[src/rtl/debounce_pkg.sv]
// rtl/debounce_pkg.sv - shared FSM state type, limits and counter sizing for the input debouncer
package debounce_pkg;

  // Per-channel filter states; db_out is high in S_HIGH and S_FALL_WAIT
  typedef enum logic [1:0] {
    S_LOW       = 2'd0,
    S_RISE_WAIT = 2'd1,
    S_HIGH      = 2'd2,
    S_FALL_WAIT = 2'd3
  } db_state_e;

  localparam int DB_MIN_STABLE = 2;
  localparam int DB_MAX_STABLE = 65535;
  localparam int DB_MAX_WIDTH  = 32;

  // The counter only has to hold 0..STABLE_CYCLES-1
  function automatic int db_cnt_width(input int stable_cycles);
    return $clog2(stable_cycles);
  endfunction

endpackage

[src/rtl/debounce_channel.sv]
// rtl/debounce_channel.sv - one debounce channel: 2-flop sync, stability counter, FSM, pulse regs; DEBOUNCE_FALL_PULSE_EN builds the fall pulse
module debounce_channel #(
  parameter int STABLE_CYCLES = 4
) (
  input  logic clk,
  input  logic rst,
  input  logic raw,
  output logic db,
  output logic rise,
  output logic fall
);
  import debounce_pkg::*;

  localparam int CNT_W = db_cnt_width(STABLE_CYCLES);
  localparam logic [CNT_W-1:0] CNT_LAST = CNT_W'(STABLE_CYCLES - 1);
  localparam logic [CNT_W-1:0] CNT_ONE  = CNT_W'(1);

  logic             sync1;
  logic             sync2;
  db_state_e        state;
  db_state_e        state_next;
  logic [CNT_W-1:0] cnt;
  logic [CNT_W-1:0] cnt_next;
  logic             db_q;
  logic             db_next;
  logic             rise_q;
  logic             rise_next;
`ifdef DEBOUNCE_FALL_PULSE_EN
  logic             fall_q;
  logic             fall_next;
`endif

  // Two-flop synchronizer; only sync2 is trusted by the filter
  always_ff @(posedge clk) begin
    if (rst) begin
      sync1 <= 1'b0;
      sync2 <= 1'b0;
    end else begin
      sync1 <= raw;
      sync2 <= sync1;
    end
  end

  // Next-state logic: a WAIT state counts matching samples, any sample equal to db restarts
  always_comb begin
    state_next = state;
    cnt_next   = cnt;
    db_next    = db_q;
    rise_next  = 1'b0;
`ifdef DEBOUNCE_FALL_PULSE_EN
    fall_next  = 1'b0;
`endif
    case (state)
      S_LOW: begin
        if (sync2) begin
          state_next = S_RISE_WAIT;
          cnt_next   = CNT_ONE;
        end else begin
          cnt_next   = '0;
        end
      end
      S_RISE_WAIT: begin
        if (!sync2) begin
          state_next = S_LOW;
          cnt_next   = '0;
        end else if (cnt == CNT_LAST) begin
          state_next = S_HIGH;
          cnt_next   = '0;
          db_next    = 1'b1;
          rise_next  = 1'b1;
        end else begin
          cnt_next   = cnt + CNT_ONE;
        end
      end
      S_HIGH: begin
        if (!sync2) begin
          state_next = S_FALL_WAIT;
          cnt_next   = CNT_ONE;
        end else begin
          cnt_next   = '0;
        end
      end
      S_FALL_WAIT: begin
        if (sync2) begin
          state_next = S_HIGH;
          cnt_next   = '0;
        end else if (cnt == CNT_LAST) begin
          state_next = S_LOW;
          cnt_next   = '0;
          db_next    = 1'b0;
`ifdef DEBOUNCE_FALL_PULSE_EN
          fall_next  = 1'b1;
`endif
        end else begin
          cnt_next   = cnt + CNT_ONE;
        end
      end
      default: begin
        state_next = S_LOW;
        cnt_next   = '0;
        db_next    = 1'b0;
      end
    endcase
  end

  // FSM state and stability counter; reset discards any partial count
  always_ff @(posedge clk) begin
    if (rst) begin
      state <= S_LOW;
      cnt   <= '0;
    end else begin
      state <= state_next;
      cnt   <= cnt_next;
    end
  end

  // Registered level and edge pulses so downstream sees glitch-free flops
  always_ff @(posedge clk) begin
    if (rst) begin
      db_q   <= 1'b0;
      rise_q <= 1'b0;
    end else begin
      db_q   <= db_next;
      rise_q <= rise_next;
    end
  end

`ifdef DEBOUNCE_FALL_PULSE_EN
  // Falling-edge pulse register, only present when fall pulses are wanted
  always_ff @(posedge clk) begin
    if (rst) begin
      fall_q <= 1'b0;
    end else begin
      fall_q <= fall_next;
    end
  end

  assign fall = fall_q;
`else
  assign fall = 1'b0;
`endif

  assign db   = db_q;
  assign rise = rise_q;

endmodule

[src/rtl/input_debouncer.sv]
// rtl/input_debouncer.sv - multi-channel input debouncer top; DEBOUNCE_FALL_PULSE_EN enables fall_pulse generation
module input_debouncer #(
  parameter int WIDTH         = 4,
  parameter int STABLE_CYCLES = 4
) (
  input  logic             clk,
  input  logic             rst,
  input  logic [WIDTH-1:0] raw_in,
  output logic [WIDTH-1:0] db_out,
  output logic [WIDTH-1:0] rise_pulse,
  output logic [WIDTH-1:0] fall_pulse
);
  import debounce_pkg::*;

  if (WIDTH < 1 || WIDTH > DB_MAX_WIDTH) begin : g_bad_width
    $error("input_debouncer: WIDTH=%0d outside 1..%0d", WIDTH, DB_MAX_WIDTH);
  end

  if (STABLE_CYCLES < DB_MIN_STABLE || STABLE_CYCLES > DB_MAX_STABLE) begin : g_bad_stable
    $error("input_debouncer: STABLE_CYCLES=%0d outside %0d..%0d",
           STABLE_CYCLES, DB_MIN_STABLE, DB_MAX_STABLE);
  end

  // Channels share nothing but clock and reset
  for (genvar i = 0; i < WIDTH; i++) begin : g_chan
    debounce_channel #(
      .STABLE_CYCLES(STABLE_CYCLES)
    ) u_chan (
      .clk  (clk),
      .rst  (rst),
      .raw  (raw_in[i]),
      .db   (db_out[i]),
      .rise (rise_pulse[i]),
      .fall (fall_pulse[i])
    );
  end

endmodule

[config.mk]
export PLATFORM = sky130hd
export DESIGN_NAME = input_debouncer
export DESIGN_NICKNAME = d
export VERILOG_FILES = /design/src/rtl/debounce_pkg.sv /design/src/rtl/debounce_channel.sv /design/src/rtl/input_debouncer.sv
export SDC_FILE = /design/constraint.sdc
export NUM_CORES = 1
export LEC_CHECK = 0
export ABC_AREA = 1
export ABC_CLOCK_PERIOD_IN_PS = 2600
export CAP_MARGIN = 10
export CORE_MARGIN = 2
export CORE_UTILIZATION = 56
export DETAILED_ROUTE_END_ITERATION = 6
export GPL_TIMING_DRIVEN = 0
export PLACE_DENSITY = 0.85
export SYNTH_ARGS = -nofsm -noshare
export SYNTH_HDL_FRONTEND = slang
export SYNTH_HIERARCHICAL = 1
export SYNTH_SLANG_ARGS = --single-unit
[constraint.sdc]
create_clock -name clk -period 2.6 [get_ports clk]
set_clock_uncertainty 0.05 [all_clocks]
set_input_delay 0.52 -clock clk [delete_from_list [all_inputs] [get_ports clk]]
set_output_delay 0.52 -clock clk [all_outputs]
set_load 0.1 [all_outputs]
==> metrics list, run 1 <==
* Result of the run: completed
* Cell Chain, Critical Path: clkdlybuf4s50_1
- Wires add up to 1820 um.
* Placeable core region: 2170 um^2
- Dividing total power by cell area gives a power density of 580 nW/um^2.
- Number of cells on the worst reg-to-reg path: 5
* IR drop worst, VDD: 0.000544 V
- Setup repair after global routing left no endpoint under its margin.
- Highest-delay cell along the critical path: clkdlybuf4s50_1
* Multi-input gate area in the final layout: 445 um^2
- Among cell families on the critical path, the largest total delay comes from buffers and inverters.
- Top routing layer used: met4
- For the worst setup path, the data required time is 2030 ps.
- Share of final-layout standard cells stronger than drive strength 1: 17.2%
* Number of cells traversed by the worst hold path: 2
- Cell area after synthesis: 1270 um^2
* First-pass GRT wire length: 3150 um
- In this run, post-CTS repair resized a total of 0 instances.
* Maximum Capacitance Violations: 0
- For this configuration, the core starts out at a cell density of 58.4%.
- Type of the worst min-delay path: register to register
- OpenSTA, run right after detailed placement, puts the worst setup slack at 587 ps.
- Worst r2r src: g_chan[2].u_chan/cnt[0]
* Num CTS Buffers: 5
- CTS tree: done
- In this run the count of I/O pins placed on the die edge is 18.
- Total number of nets in the final design: 190
- After technology mapping, the gate count stands at 160.
- Final core occ: 69.0%
- Antenna viol nets, final: 0
- Largest fanout on the critical path: 2
- The path with the worst hold slack has its endpoint at g_chan[3].u_chan/sync2.
- Relative to the synthesized area, the layout overhead comes to 18.2%.
* Setup CP Type: register to output port
- GP Congestion: 0.799
- Setup WS post-layout: 239 ps
- The worst pin sits at a relative slew slack of 35.2%.
- Remaining routing DRC violations: 0
- The floorplan step set the die width to 51.6 um.
- Capture instance of the worst register-to-register path: g_chan[2].u_chan/db
- The tree is rooted in a clkbuf_4.
- Pin count of the biggest net entering global routing: 17
- Number of flip-flops and latches in the synthesized netlist: 32
- First-pass detailed-route iteration total: 5
- Dividing the detail-routed via count by the number of cells gives 4.63.
- In the layout the commonest cells are 32 x inv_1, 32 x dfxtp_1, 24 x nand2_1, 16 x nand3_1, 16 x nor2_1.
- Number of buffers added on ports: 13
* H-tree levels: 2
* Post-Synthesis Mean Instance Area: 7.91 um^2
* Largest stage delay on the critical path: 1130 ps
* Type of element capturing the critical path: output port
- Category of the worst setup path launch point: register
- Summing all flip-flop and latch instances after layout gives 641 um^2.
- Cts hold-fix bufs: 0
- Total overflow reported by the global router: 0
- The floorplan step defined a die boundary enclosing 2660 um^2.
- Setup violations remaining at the end of the flow were counted as 0.
* LEAKAGE: 0.764 nW
- Minimum clock period after layout: 2360 ps
* Worst EP arrival: 1790 ps
- For this block, the initial DRC count from the detailed router was 8.
- The worst hold path begins at g_chan[3].u_chan/sync1.
- Row Count: 17
- At the pin with the least slew margin, the transition time is 969 ps.
- Die extent in y: 51.6 um
* DR WL met2: 938 um
- The number of hold violations in the final report came to 0.
- For this block, the via count after detailed routing is 963.
- Number of buffers on the longest clock path: 2
* Antenna violations before repair: 0
- Source-to-sink clock delay at the later pin of the worst-skew pair: 320 ps
- Summed over all nets, wire length on met3 after detailed routing comes to 108 um.
- Total routed wire length on the met1 layer: 752 um
* Number of distinct library cells after synthesis: 14
* Max frequency: 0.424 GHz
- The filler cells instantiated in the layout total 189.
* Vias in the first global route: 899
- Together, buffers and inverters on the worst path number 1.
- Clock tree synthesis found a total of 32 sinks.
* Yosys synthesis warning count: 6
- Detail Placement HPWL: 1390 um
- Final period utilization: 90.8%
- In the global route stage, overall resource usage came out at 16.3%.
- The number of pins with negative max-slew slack in the final report was 0.
- The number of nets in the synthesized netlist is 170.
* Setup repair bufs after CTS: 0
- The worst register-to-register path has a setup slack of 1530 ps.
- Wire length per cell after detailed routing: 8.77 um
- Antenna Diode Count: 0
- Adding up every negative setup slack in the final design gives 0 ps.
- Clock slew seen by the registers of the worst setup and hold paths: 90 ps
* Sequential element share of the synthesized area: 50.6%
==> power breakdown <==
| part | switching (mW) | internal, mW |
|---|---|---|
| clock | 0.149 | 0.153 |
| combinational | 0.0427 | 0.0174 |
| sequential | 0.00582 | 0.499 |
==> how the worst max path moves through the flow <==
| stage | from | endpoint | cells after the start |
|---|---|---|---|
| 3_5_place_dp | g_chan[1].u_chan/db | db_out[1] | 1 |
| 4_1_cts | g_chan[0].u_chan/db | db_out[0] | 1 |
| 2_1_floorplan | g_chan[0].u_chan/db | db_out[0] | 0 |
| 3_3_place_gp | g_chan[3].u_chan/db | db_out[3] | 1 |
| 5_1_grt | g_chan[3].u_chan/db | db_out[3] | 1 |
| 6_report | g_chan[0].u_chan/db | db_out[0] | 1 |
==> Yosys cell counts <==
cell type	instances	share of area [%]
nand4_2	4	4.0
clkinv_1	4	1.2
nand2_1	24	7.1
nand2_2	8	4.0
conb_1	4	1.2
nand4_1	4	2.0
dfxtp_1	32	51
nor2_1	16	4.7
nor2_2	4	2.0
nand3_1	16	6.3
buf_4	4	2.4
inv_2	4	1.2
inv_1	32	9.5
ha_1	4	4.0
==> stage by stage <==
| step | total power [mW] | area (um^2) | instances | hold WS, ps |
|---|---|---|---|---|
| 3_3_place_gp | 0.574 | 1430 | 201 | 342 |
| 4_1_cts | 0.884 | 1500 | 208 | 355 |
| 2_1_floorplan | 0.562 | 1270 | 160 | 338 |
| 6_report | 0.867 | 1500 | 208 | 354 |
| 3_5_place_dp | 0.577 | 1430 | 201 | 347 |
| 5_1_grt | 0.906 | 1500 | 208 | 363 |
==> kinds of logic after synthesis <==
kind of cell               after synthesis  synth area share [%]
adders and majority gates                4                  3.95
other                                    4                  1.19
and+or+nand+nor                         76                  30.0
DFF                                     32                  50.6
buffers and inverters                   44                  14.2
==> final cells by class <==
type,instances,area share (%)
plain buffers,4,2.01
clock buffers,7,4.35
inverters,40,10.0
multi-input cells,84,29.8
flip-flops and latches,32,42.8
well taps,28,2.34
repair buffers,13,8.70
==> per-layer routing <==
layer,track usage [%],vias to the layer above
met5,0,-
li1,-,508
met4,8.33,0
met2,27.8,17
met3,8.62,2
met1,16.1,436
(Power assumes the default switching activity.)
==> inputs of run 2 (changes only) <==
- CORE_UTILIZATION: 56 -> 35
- PLACE_DENSITY: 0.85 -> 0.58
==> metrics list, run 2 (synthesis gave the netlist of run 1 again) <==
- Largest stage delay on the critical path: 1130 ps (about the same)
- The cts-stage hold buffer count was 0 (unchanged).
- The weighted congestion at the end of routability-driven global placement was 0.748 (was 0.799).
- The met1 layer usage reported by global route was 11.3% (was 16.1%).
- Result of the run: completed (unchanged).
- The post-cts repair resize count came to 0 (unchanged).
- The critical path's slowest cell was clkdlybuf4s50_1 (unchanged).
- The via count of the first global-routing pass came to 867 (was 899).
* Die Wd: 64.1 um (was 51.6 um)
- The area growth from synthesis to final layout was 18.5% (was 18.2%).
* Cell Chain, Critical Path: clkdlybuf4s50_1 (unchanged)
- Total overflow reported by the global router: 0 (unchanged)
* Worst EP arrival: 1780 ps (was 1790 ps)
- Count of final hold-check violations: 0 (unchanged)
- The worst-case clock buffer depth was 2 (unchanged).
* LEAKAGE: 0.755 nW (was 0.764 nW)
* Required arrival time at the worst endpoint: 2030 ps (about the same)
- The residual antenna-violating net count after detailed routing came to 0 (unchanged).
* Count of routing violations after the opening detailed-route iteration: 22 (was 8)
* Sum Neg Setup Slack: 0 ps (unchanged)
- Worst-case headroom to the max-slew limit: 34.8% (was 35.2%)
* Antenna Diode Count: 0 (unchanged)
- Fillers: 358 (was 189)
- The final setup violation count is 0 (unchanged).
- The share of post-route cells with drive strength above 1 is 16.7% (was 17.2%).
- Largest delay share family, worst path: buffers and inverters (unchanged)
- The total of buffers placed on input and output ports came to 13 (unchanged).
- The initial core utilization came to 37.1% (was 58.4%).
* Type of element capturing the critical path: output port (unchanged)
* Clock slew seen by the registers of the worst setup and hold paths: 90 ps (about the same)
- The buffer cell driving the clock tree root is clkbuf_4 (unchanged).
- Vias post-DR: 927 (was 963)
* IR drop worst, VDD: 0.000346 V (was 0.000544 V)
* CTS tree: done (unchanged)
- Worst-margin pin slew: 975 ps (was 969 ps)
- The met3 usage in global routing came to 3.87% (was 8.62%).
- The count of H-tree levels built during CTS came to 2 (unchanged).
- The final critical-path share of the clock period came to 90.5% (was 90.8%).
- The area of the core came to 3420 um^2 (was 2170 um^2).
- The power density over the cells was 540 nW/um^2 (was 580 nW/um^2).
* Source-to-sink clock delay at the later pin of the worst-skew pair: 310 ps (was 320 ps)
- The largest driver fanout on the critical path is 2 (unchanged).
* Total I/O pin count: 18 (unchanged)
- Setup repair bufs after CTS: 0 (unchanged)
- Num CTS Buffers: 5 (unchanged)
- Minimum clock period after layout: 2350 ps (was 2360 ps)
* Multi-input gate area in the final layout: 445 um^2 (unchanged)
* Max frequency: 0.425 GHz (was 0.424 GHz)
- The number of maximum-capacitance violations was 0 (unchanged).
- The worst min-delay path category was register to register (unchanged).
- The die outline height is 64.1 um (was 51.6 um).
- The vias per cell was 4.10 (was 4.63).
- The total track usage came to 10.9% (was 16.3%).
- Setup repair after global routing missed its margin: false (unchanged).
- The length of the first detailed-routing pass in iterations is 4 (was 5).
- Setup CP Type: register to output port (unchanged)
- Busiest layer in global routing: met2 (unchanged)
- Top library cells by usage in the layout, fill and taps aside: 32 x inv_1, 32 x dfxtp_1, 24 x nand2_1, 16 x nand3_1, 16 x nor2_1 (unchanged)
* Category of the worst setup path launch point: register (unchanged)
- Met2 usage in global routing: 18.4% (was 27.8%)
- The final wirelength was 1840 um (was 1820 um).
* Detail Placement HPWL: 1410 um (was 1390 um)
- Pin count of the biggest net entering global routing: 17 (unchanged)
- Remaining routing DRC violations: 0 (unchanged)
- The initial antenna violation count came to 0 (unchanged).
* Sequential cell area: 641 um^2 (unchanged)
- The routed length per placed instance came to 8.14 um (was 8.77 um).
* Area of the die: 4110 um^2 (was 2660 um^2)
- Final-report max-slew violation count: 0 (unchanged)
- The final core utilization is 43.9% (was 69.0%).
* Row Count: 21 (was 17)
- Total number of nets in the final design: 190 (unchanged)
* CTS Sinks: 32 (unchanged)
- First-pass GRT wire length: 3370 um (was 3150 um)
- WP buf/inv: 1 (unchanged)
==> run 2: changes by cell type in the layout (fill, tap and decap cells not counted) <==
| cell | before | now |
|---|---|---|
| clkbuf_1 | 0 | 1 |
| clkbuf_8 | 2 | 0 |
| clkinv_2 | 0 | 1 |
==> run 2: final timing paths <==
path | endpoint | depth (start not counted) | from | slack (ps)
min reg2reg | g_chan[3].u_chan/sync2 | 2 | g_chan[3].u_chan/sync1 | 350
max reg2reg | g_chan[2].u_chan/db | 5 | g_chan[2].u_chan/cnt[0] | 1540
max | db_out[1] | 1 | g_chan[1].u_chan/db | 250
min | g_chan[3].u_chan/sync2 | 2 | g_chan[3].u_chan/sync1 | 350
==> run 2: area by class of cell <==
cell class | instances | share of cell area [%]
Sequential cell | 32 | 42.7
Inverter | 40 | 10.0
Tap cell | 46 | 3.84
Buffer | 4 | 2.00
Clock buffer | 6 | 2.75
Clock inverter | 1 | 0.334
Timing Repair Buffer | 13 | 8.67
Multi-Input combinational cell | 84 | 29.7
==> run 2: per-stage QoR <==
stage | power (mW) | hold WS (ps) | instances | worst slack (ps) | area, um^2
2_1_floorplan | 0.562 | 338 | 160 | 1110 | 1270
3_3_place_gp | 0.575 | 343 | 219 | 583 | 1450
3_5_place_dp | 0.577 | 346 | 219 | 574 | 1450
4_1_cts | 0.830 | 356 | 226 | 217 | 1500
5_1_grt | 0.863 | 368 | 226 | 177 | 1500
6_report | 0.810 | 352 | 226 | 247 | 1500
==> run 2: metal layers <==
metal | share of wire, % | vias to the layer above
met5 | 0 | -
met4 | 2.3 | 0
met3 | 5.1 | 5
met2 | 50 | 18
met1 | 43 | 398
li1 | - | 506
==> run 2: power by group <==
group          switching (mW)  internal, mW
Combinational          0.0430        0.0174
Sequential            0.00564         0.499
Clock                   0.145        0.0994
Total                   0.194         0.616
